`src/rtl/pipe_ctrl_pkg.sv`:
```
// pipe_ctrl_pkg: shared types and constants for the pipeline hazard/forwarding control.
package pipe_ctrl_pkg;
  typedef enum logic [1:0] {RUN, FREEZE, FLUSH} hz_state_e;
  typedef enum logic [1:0] {FWD_RF = 2'b00, FWD_WB = 2'b01, FWD_MEM = 2'b10} fwd_sel_e;
  localparam logic [4:0] REG_X0 = 5'd0;
endpackage

```
`src/rtl/fwd_select.sv`:
```
// fwd_select: ALU operand forwarding select for one source register; EX/MEM beats MEM/WB.
module fwd_select
  import pipe_ctrl_pkg::*;
(
  input  logic [4:0] rs_i,
  input  logic [4:0] mem_rd_i,
  input  logic       mem_reg_write_i,
  input  logic [4:0] wb_rd_i,
  input  logic       wb_reg_write_i,
  output fwd_sel_e   sel_o
);
  assign sel_o = (mem_reg_write_i && mem_rd_i != REG_X0 && mem_rd_i == rs_i) ? FWD_MEM :
                 (wb_reg_write_i && wb_rd_i != REG_X0 && wb_rd_i == rs_i)    ? FWD_WB  : FWD_RF;
endmodule

```
`src/rtl/hazard_unit.sv`:
```
// hazard_unit: load-use stalls, taken-branch flushes, dmem freezes, forwarding and stall watchdog.
// Defining HAZARD_PERF_CNT_EN adds perf_stall_cycles / perf_flush_events counters.
module hazard_unit
  import pipe_ctrl_pkg::*;
#(
  parameter int MAX_STALL = 255
) (
  input  logic       clk,
  input  logic       rst_n,
  input  logic [4:0] id_rs1,
  input  logic [4:0] id_rs2,
  input  logic       id_uses_rs1,
  input  logic       id_uses_rs2,
  input  logic [4:0] ex_rs1,
  input  logic [4:0] ex_rs2,
  input  logic [4:0] ex_rd,
  input  logic       ex_mem_read,
  input  logic [4:0] mem_rd,
  input  logic [4:0] wb_rd,
  input  logic       mem_reg_write,
  input  logic       wb_reg_write,
  input  logic       mem_branch_taken,
  input  logic       dmem_stall,
  output logic       pc_write_en,
  output logic       if_id_write_en,
  output logic       id_ex_write_en,
  output logic       ex_mem_write_en,
  output logic       mem_wb_write_en,
  output logic       if_id_flush,
  output logic       id_ex_flush,
  output logic       ex_mem_flush,
  output logic [1:0] fwd_a,
  output logic [1:0] fwd_b,
`ifdef HAZARD_PERF_CNT_EN
  output logic [31:0] perf_stall_cycles,
  output logic [31:0] perf_flush_events,
`endif
  output logic       stall_timeout
);
  localparam int CW = $clog2(MAX_STALL + 1);
  hz_state_e state_q, state_d;
  logic [CW-1:0] cnt_q, cnt_d;
  logic timeout_q, timeout_d, load_use;
  fwd_sel_e sel_a, sel_b;
  fwd_select u_fwd_a (.rs_i(ex_rs1), .mem_rd_i(mem_rd), .mem_reg_write_i(mem_reg_write),
                      .wb_rd_i(wb_rd), .wb_reg_write_i(wb_reg_write), .sel_o(sel_a));
  fwd_select u_fwd_b (.rs_i(ex_rs2), .mem_rd_i(mem_rd), .mem_reg_write_i(mem_reg_write),
                      .wb_rd_i(wb_rd), .wb_reg_write_i(wb_reg_write), .sel_o(sel_b));
  assign fwd_a = rst_n ? sel_a : FWD_RF;
  assign fwd_b = rst_n ? sel_b : FWD_RF;
  assign stall_timeout = timeout_q;
  assign load_use = ex_mem_read && ex_rd != REG_X0 &&
                    ((id_uses_rs1 && id_rs1 == ex_rd) || (id_uses_rs2 && id_rs2 == ex_rd));
  always_comb begin
    state_d = RUN;
    {pc_write_en, if_id_write_en, id_ex_write_en, ex_mem_write_en, mem_wb_write_en} = 5'b11111;
    {if_id_flush, id_ex_flush, ex_mem_flush} = 3'b000;
    if (dmem_stall) begin
      state_d = FREEZE;
      {pc_write_en, if_id_write_en, id_ex_write_en, ex_mem_write_en, mem_wb_write_en} = 5'b00000;
    end else if (mem_branch_taken) begin
      state_d = FLUSH;
      {if_id_flush, id_ex_flush, ex_mem_flush} = 3'b111;
    end else if (load_use && state_q != FLUSH) begin
      // ID holds a bubble while in FLUSH, so a load-use match there is spurious
      {pc_write_en, if_id_write_en} = 2'b00;
      id_ex_flush = 1'b1;
    end
    if (!rst_n) begin
      {pc_write_en, if_id_write_en, id_ex_write_en, ex_mem_write_en, mem_wb_write_en} = 5'b00000;
      {if_id_flush, id_ex_flush, ex_mem_flush} = 3'b111;
    end
  end
  assign cnt_d = dmem_stall ? (cnt_q == CW'(MAX_STALL) ? cnt_q : cnt_q + 1'b1) : '0;
  assign timeout_d = timeout_q | (cnt_d == CW'(MAX_STALL));
  always_ff @(posedge clk or negedge rst_n) begin
    if (!rst_n) begin
      state_q   <= RUN;
      cnt_q     <= '0;
      timeout_q <= 1'b0;
    end else begin
      state_q   <= state_d;
      cnt_q     <= cnt_d;
      timeout_q <= timeout_d;
    end
  end
`ifdef HAZARD_PERF_CNT_EN
  always_ff @(posedge clk or negedge rst_n) begin
    if (!rst_n) begin
      perf_stall_cycles <= '0;
      perf_flush_events <= '0;
    end else begin
      if (!pc_write_en && perf_stall_cycles != 32'hFFFF_FFFF) perf_stall_cycles <= perf_stall_cycles + 1'b1;
      if (ex_mem_flush && perf_flush_events != 32'hFFFF_FFFF) perf_flush_events <= perf_flush_events + 1'b1;
    end
  end
`endif
endmodule

```
`config.mk`:
```
export PLATFORM = sky130hd
export DESIGN_NAME = hazard_unit
export DESIGN_NICKNAME = d
export VERILOG_FILES = /design/src/rtl/pipe_ctrl_pkg.sv /design/src/rtl/fwd_select.sv /design/src/rtl/hazard_unit.sv
export SDC_FILE = /design/constraint.sdc
export NUM_CORES = 1
export LEC_CHECK = 0
export CAP_MARGIN = 20
export CORE_UTILIZATION = 32
export DETAILED_ROUTE_END_ITERATION = 7
export PLACE_DENSITY = 0.77
export REMOVE_ABC_BUFFERS = 1
export SYNTH_ARGS = -nofsm -noshare
export SYNTH_HDL_FRONTEND = slang
export SYNTH_SLANG_ARGS = --single-unit
export TNS_END_PERCENT = 20
```
`constraint.sdc`:
```
create_clock -name clk -period 3.6 [get_ports clk]
set_input_delay 0.72 -clock clk [delete_from_list [all_inputs] [get_ports clk]]
set_output_delay 0.72 -clock clk [all_outputs]
set_load 0.02 [all_outputs]
```
### Yosys cells after proc, flatten, opt, wreduce, memory -nomap -nowiden

Cells that the tools add are included.

* bits in registers: 11
* input port bits: 44
* output and inout port bits: 13
* word-level logic and storage cells: 52

* add/subtract/negate cells: 1
* equal/unequal tests: 9
* multiplexer cells: 23
* bitwise operators: 1
* reductions and logical operators: 15

Operator list (number)
* equality test 5 bit: 6
* equality test 8 bit, second input constant: 2
* two-way mux 8 bit: 2
* two-way mux 1 bit: 15
* nonzero test 5 bit: 3
* two-way mux 2 bit: 6
* logical AND 1 bit: 11
* adder 8 x 1 -> 8 bit, second input constant: 1
* inequality test 2 bit, second input constant: 1
* logical OR 1 bit: 1
* OR 1 bit: 1

### Logic depth before layout (Yosys ltp)

* depth in word-level cells: 9
* depth in mapped cells: 5
* mapped depth without buffers: 5

### Cells and area by module

A second synthesis with hierarchy kept.

* cells, all modules: 129
* area total of the unflattened synthesis: 1129.8 µm²

Modules (own cells, without submodules)
* hazard_unit: instances 1, cells each 89, area an instance 827.0 µm², sequential area each 275.3 µm²
* fwd_select: instances 2, cells each 20, area an instance 151.4 µm², sequential area each 0.0 µm²

### Least setup slack after synthesis

OpenSTA, ideal clock, no wires.

* path kind: input-to-output
* from: input port ex_rd[3]
* to: output port id_ex_flush
* arrival: 2.137 ns
* data required time: 2.880 ns
* setup slack: 0.743 ns
* cell stages on the path: 4
* path buffers: 0
* cell sequence: xor2_1 nor4_1 a32oi_1 o311ai_0

* cells in the longest elaborated chain, start to end: 9
* elaborated cells between the ends (all ways): 13
* those cells by class: 2 x eq/ne; 4 x mux; 7 x reduce/logical

Ends and longest elaborated chain
* start: declaration: line hazard_unit.sv:16 `input logic [4:0] ex_rd,`
* equality test 5 bit: line hazard_unit.sv:53 `((id_uses_rs1 && id_rs1 == ex_rd) || (id_uses_rs2 && id_rs2 == ex_rd));`
* logical AND 1 bit: line hazard_unit.sv:53
* logical OR 1 bit: line hazard_unit.sv:53
* logical AND 1 bit *: line hazard_unit.sv:52 `assign load_use = ex_mem_read && ex_rd != REG_X0 &&`
* logical AND 1 bit *: line hazard_unit.sv:64 `end else if (load_use && state_q != FLUSH) begin`
* two-way mux 1 bit *: line hazard_unit.sv:64
* two-way mux 1 bit *: line hazard_unit.sv:61 `end else if (mem_branch_taken) begin`
* two-way mux 1 bit *: line hazard_unit.sv:58 `if (dmem_stall) begin`
* two-way mux 1 bit *: line hazard_unit.sv:69 `if (!rst_n) begin`
* end: declaration: line hazard_unit.sv:30 `output logic id_ex_flush,`

Mark *: on every way between the ends. The rest lies on a longest branch, timed or not.

### Worst setup path after layout

* from: input port mem_rd[3]
* to: output port fwd_a[1]

* cells in the longest elaborated chain, start to end: 5
* elaborated cells between the ends (all ways): 6
* those cells by class: 1 x eq/ne; 2 x mux; 3 x reduce/logical

Ends and longest elaborated chain
* start: declaration: line hazard_unit.sv:18 `input logic [4:0] mem_rd,`
* nonzero test 5 bit: line fwd_select.sv:12 `assign sel_o = (mem_reg_write_i && mem_rd_i != REG_X0 && mem_rd_i == rs_i) ? FWD_MEM :`
* logical AND 1 bit: line fwd_select.sv:12
* logical AND 1 bit *: line fwd_select.sv:12
* two-way mux 2 bit *: line fwd_select.sv:12
* two-way mux 2 bit *: line hazard_unit.sv:49 `assign fwd_a = rst_n ? sel_a : FWD_RF;`
* end: declaration: line hazard_unit.sv:32 `output logic [1:0] fwd_a,`

Marks and branches as above.

==> run summary <==
For the DRC violation total after the first TritonRoute iteration, the log shows 36. For the antenna diode count, the log shows 0. The maximum level of the CTS H-tree was 1; the critical path data required time was 2.88 ns.

The register share of total power is 0.372. Once the clock tree was built, the setup fixing pass inserted 0 buffers. For the final routed database, the setup TNS stands at 0 ns. Measured along the y axis, the die boundary spans 59.41 µm. Across all layers, the routed design uses 1125 vias. The clock reaches the later pin of the worst-skew pair after 0.27 ns. The total iterations of the first detailed-routing run was 4; the total routed wirelength was 2995 µm.

By count the netlist is led by xor2_1 (22), dfrtp_1 (11), xnor2_1 (8). The initial antenna violation count is 0. The first-pass GRT wire length came out at 4761 µm. TritonCTS built the clock tree. The worst setup path is of the input port to output port kind. Once detailed placement completed, the half-perimeter wirelength came to 2519 µm. Worst setup slack before clock tree synthesis: -0.05433 ns. Among all flip-flop cells after synthesis, the most frequent one is dfrtp_1. The longest clock path from root to sink contains 2 buffers.

Of all nets on the critical path, the largest fanout is 2. The number of buffers inserted by hold repair at cts is 0. The post-synthesis sequential area ratio came out at 0.2610. After technology mapping, the gate count stands at 118.

The number of slew-limit violations in the final report is 0. The synthesized design contains 0 enable-type register cells. For this design, the sink count on the clock tree is 11. The core outline area was 3078 µm²; the adder and majority cell fraction of the synthesized area was 0.01186.

The number of gates resized after CTS was 2. After layout, the worst setup slack is 0.1007 ns. STA classifies the critical path startpoint as an input port. The tools report the cell chosen for the clock root as clkbuf_4.

The part of the power in combinational logic was 0.390; the die outline area was 3530 µm². The run gives 0.2516 mW as the internal power. For the pin with the worst max-slew slack, the measured transition is 0.4762 ns.

The worst-case headroom to the max-slew limit was 0.6744. Compared with the post-synthesis result, the final layout area differs by 64.18%. The overall fraction of global-route tracks in use was 0.1822; the number of port buffers was 56. The share of the synthesized area in compound gates (AO/OA/AOI/OAI) works out to 0.1720. Worst voltage drop across the vdd grid: 0.1563 mV. The fraction of layout instances using a drive strength above 1 works out to 0.1209.

The simple logic cell fraction of the synthesized area is 0.2420. In the post-synthesis netlist, the cell with the most instances is xor2_1. Number of endpoints with negative hold slack in the final report: 0. The run finished with clean final reports. Number of synthesized register bits: 11. The via count of the first global-routing pass is 1114. Setup repair after global routing could not meet its margin everywhere. The share of synthesized registers carrying an async set or reset was 1.000; the remaining antenna violation count was 0. After detailed placement, the design holds a cell count of 222. The power per standard cell area is 204.7 nW/µm², and the switching share of power is 0.2902. For the final database, setup skew stands at 0.005764 ns.

Dominant combinational cell family by area after synthesis: XOR/XNOR gates. The post-synthesis instance area was 1055 µm². For the static leakage, the log shows 0.7169 nW.

The run gives 38 as the number of unique standard cell types used by synthesis. The clock transition time at the flip-flop clock pins of the worst setup and hold paths works out to 0.06 ns. Averaged over all synthesized cells, the footprint is 8.939 µm².

After detailed routing, the number of remaining DRC violations is 0. For the total of warnings raised by yosys, the log shows 0. The width of the chip works out to 59.41 µm.

The clock period could shrink to 3.499 ns. For the worst endpoint data arrival time, the log shows 2.78 ns. The switching power was 0.1029 mW; the total CTS buffers was 3. Post-synthesis mux area share: 0. Routability-driven placement finished with a final weighted congestion of 0.8039. In the post-synthesis netlist, the biggest area contributors are dfrtp_1 (26%), xor2_1 (18%), xnor2_1 (6.6%), or4_1 (3.6%), buf_4 (2.8%).

For this run, the top clock speed supported by timing is 0.2858 GHz. The tools report the largest net degree at the start of global routing as 17. The run gives 0 as the max capacitance violation total. The ratio of routed vias to standard cells is 4.978. Summed over all instances, the cell type with the most area after synthesis is dfrtp_1. The tools report the power share of the clock group as 0.239.

The area share of the leading cell type in the synthesized netlist is 0.2610. Excluding fillers, the count of instances in the completed layout stands at 226. Setup violations remaining at the end of the flow were counted as 0. For this run, the post-layout net count is 228. The xor-xnor portion of the synthesized cell area is 0.2491, and the total global routing overflow is 0.

The average wire per standard cell was 13.25 µm. Row generation in the floorplan step produced 20 rows. The starting density of the core is 0.3427, and the post-route fraction of the period consumed by the critical path is 0.9720. The endpoint class of the critical path is an output port. In this run the count of I/O pins placed on the die edge is 57.

The worst hold path belongs to the class flop to flop.
-- power groups by stage --
stage / Combinational [mW] / Sequential (mW) / Clock [mW]
2_1_floorplan: 0.0490 / 0.133 / 0
3_3_place_gp: 0.135 / 0.134 / 0
3_5_place_dp: 0.138 / 0.134 / 0
4_1_cts: 0.139 / 0.132 / 0.0876
5_1_grt: 0.150 / 0.132 / 0.0910
6_report: 0.138 / 0.132 / 0.0846
-- worst max-delay path, cell delays in order --
cell and delay [ns]:
clkdlybuf4s50_1 0.43, or4_1 0.49, o21ai_0 0.30, nor4_1 0.14
and2_1 0.17, clkdlybuf4s50_1 0.53
-- placed cells by master (no fill, tap or decap), types with 2 or more instances in the layout --
cell,netlist,layout
or2_2,2,2
a21oi_1,2,2
a31oi_1,3,3
dlygate4sd2_1,0,2
dlymetal6s2s_1,0,2
o31ai_1,2,2
and2_1,2,2
nor4_2,2,3
o211a_1,2,2
nand3_1,2,2
buf_4,4,9
inv_1,7,7
nand2_1,5,5
dfrtp_1,11,11
nor2_1,5,5
xor2_1,22,22
clkbuf_4,0,3
xnor2_1,8,8
nor3_1,3,3
nor4_1,4,3
clkdlybuf4s50_1,0,52
nand3_2,2,2
o21ai_0,5,5
or4_1,5,5
nand4_1,2,2
o221ai_1,2,2
-- path summary, 6_finish.rpt --
kind                       slack [ns]           from             to  cells after the start
setup / recovery                 0.10      mem_rd[3]       fwd_a[1]                      6
hold / removal                   0.47  stall_timeout  stall_timeout                      2
setup reg to reg                 1.74       cnt_q[0]  stall_timeout                      5
hold reg to reg                  0.47  stall_timeout  stall_timeout                      2
max in group asynchronous        2.60          rst_n       cnt_q[6]                      2
min in group asynchronous        0.83          rst_n       cnt_q[2]                      2
-- routing by layer --
metal,track usage,vias up,share of wire
li1,-,559,-
met1,0.2038,524,0.40
met2,0.3339,36,0.52
met3,0.02838,6,0.065
met4,0.08503,0,0.014
met5,0,-,0
-- cells by family after synthesis --
family	count (synthesis)
AOI/OAI and AO/OA	24
xor gates and xnor gates	30
adders and majority gates	1
buffers and inverters	12
DFF	11
and+or+nand+nor	40
-- area by class of cell --
type / instances / area (µm²)
Sequential cell: 11 / 275.3
Multi-Input combinational cell: 95 / 718.2
Fill cell: 287 / 1346
Timing Repair Buffer: 65 / 630.6
Clock buffer: 4 / 26.28
Tap cell: 44 / 55.05
Inverter: 7 / 26.28
-- flip-flops by register name, indices dropped and copies added, names as in the netlist --
signal	count
state_q	2
stall_timeout	1
cnt_q	8
-- stage by stage --
step                      hold WS (ns)  power (mW)  instance area (µm²)    util
after global placement          0.4614      0.2687                 1697  0.5512
after CTS                       0.4702      0.3581                 1720  0.5589
after detailed placement        0.4541      0.2723                 1697  0.5512
after floorplan                 0.4244      0.1823                 1013       -
final                           0.4661      0.3545                 1732  0.5626
after global routing            0.4970      0.3735                 1732  0.5626
Note: power is estimated with default switching activity, not from simulation.
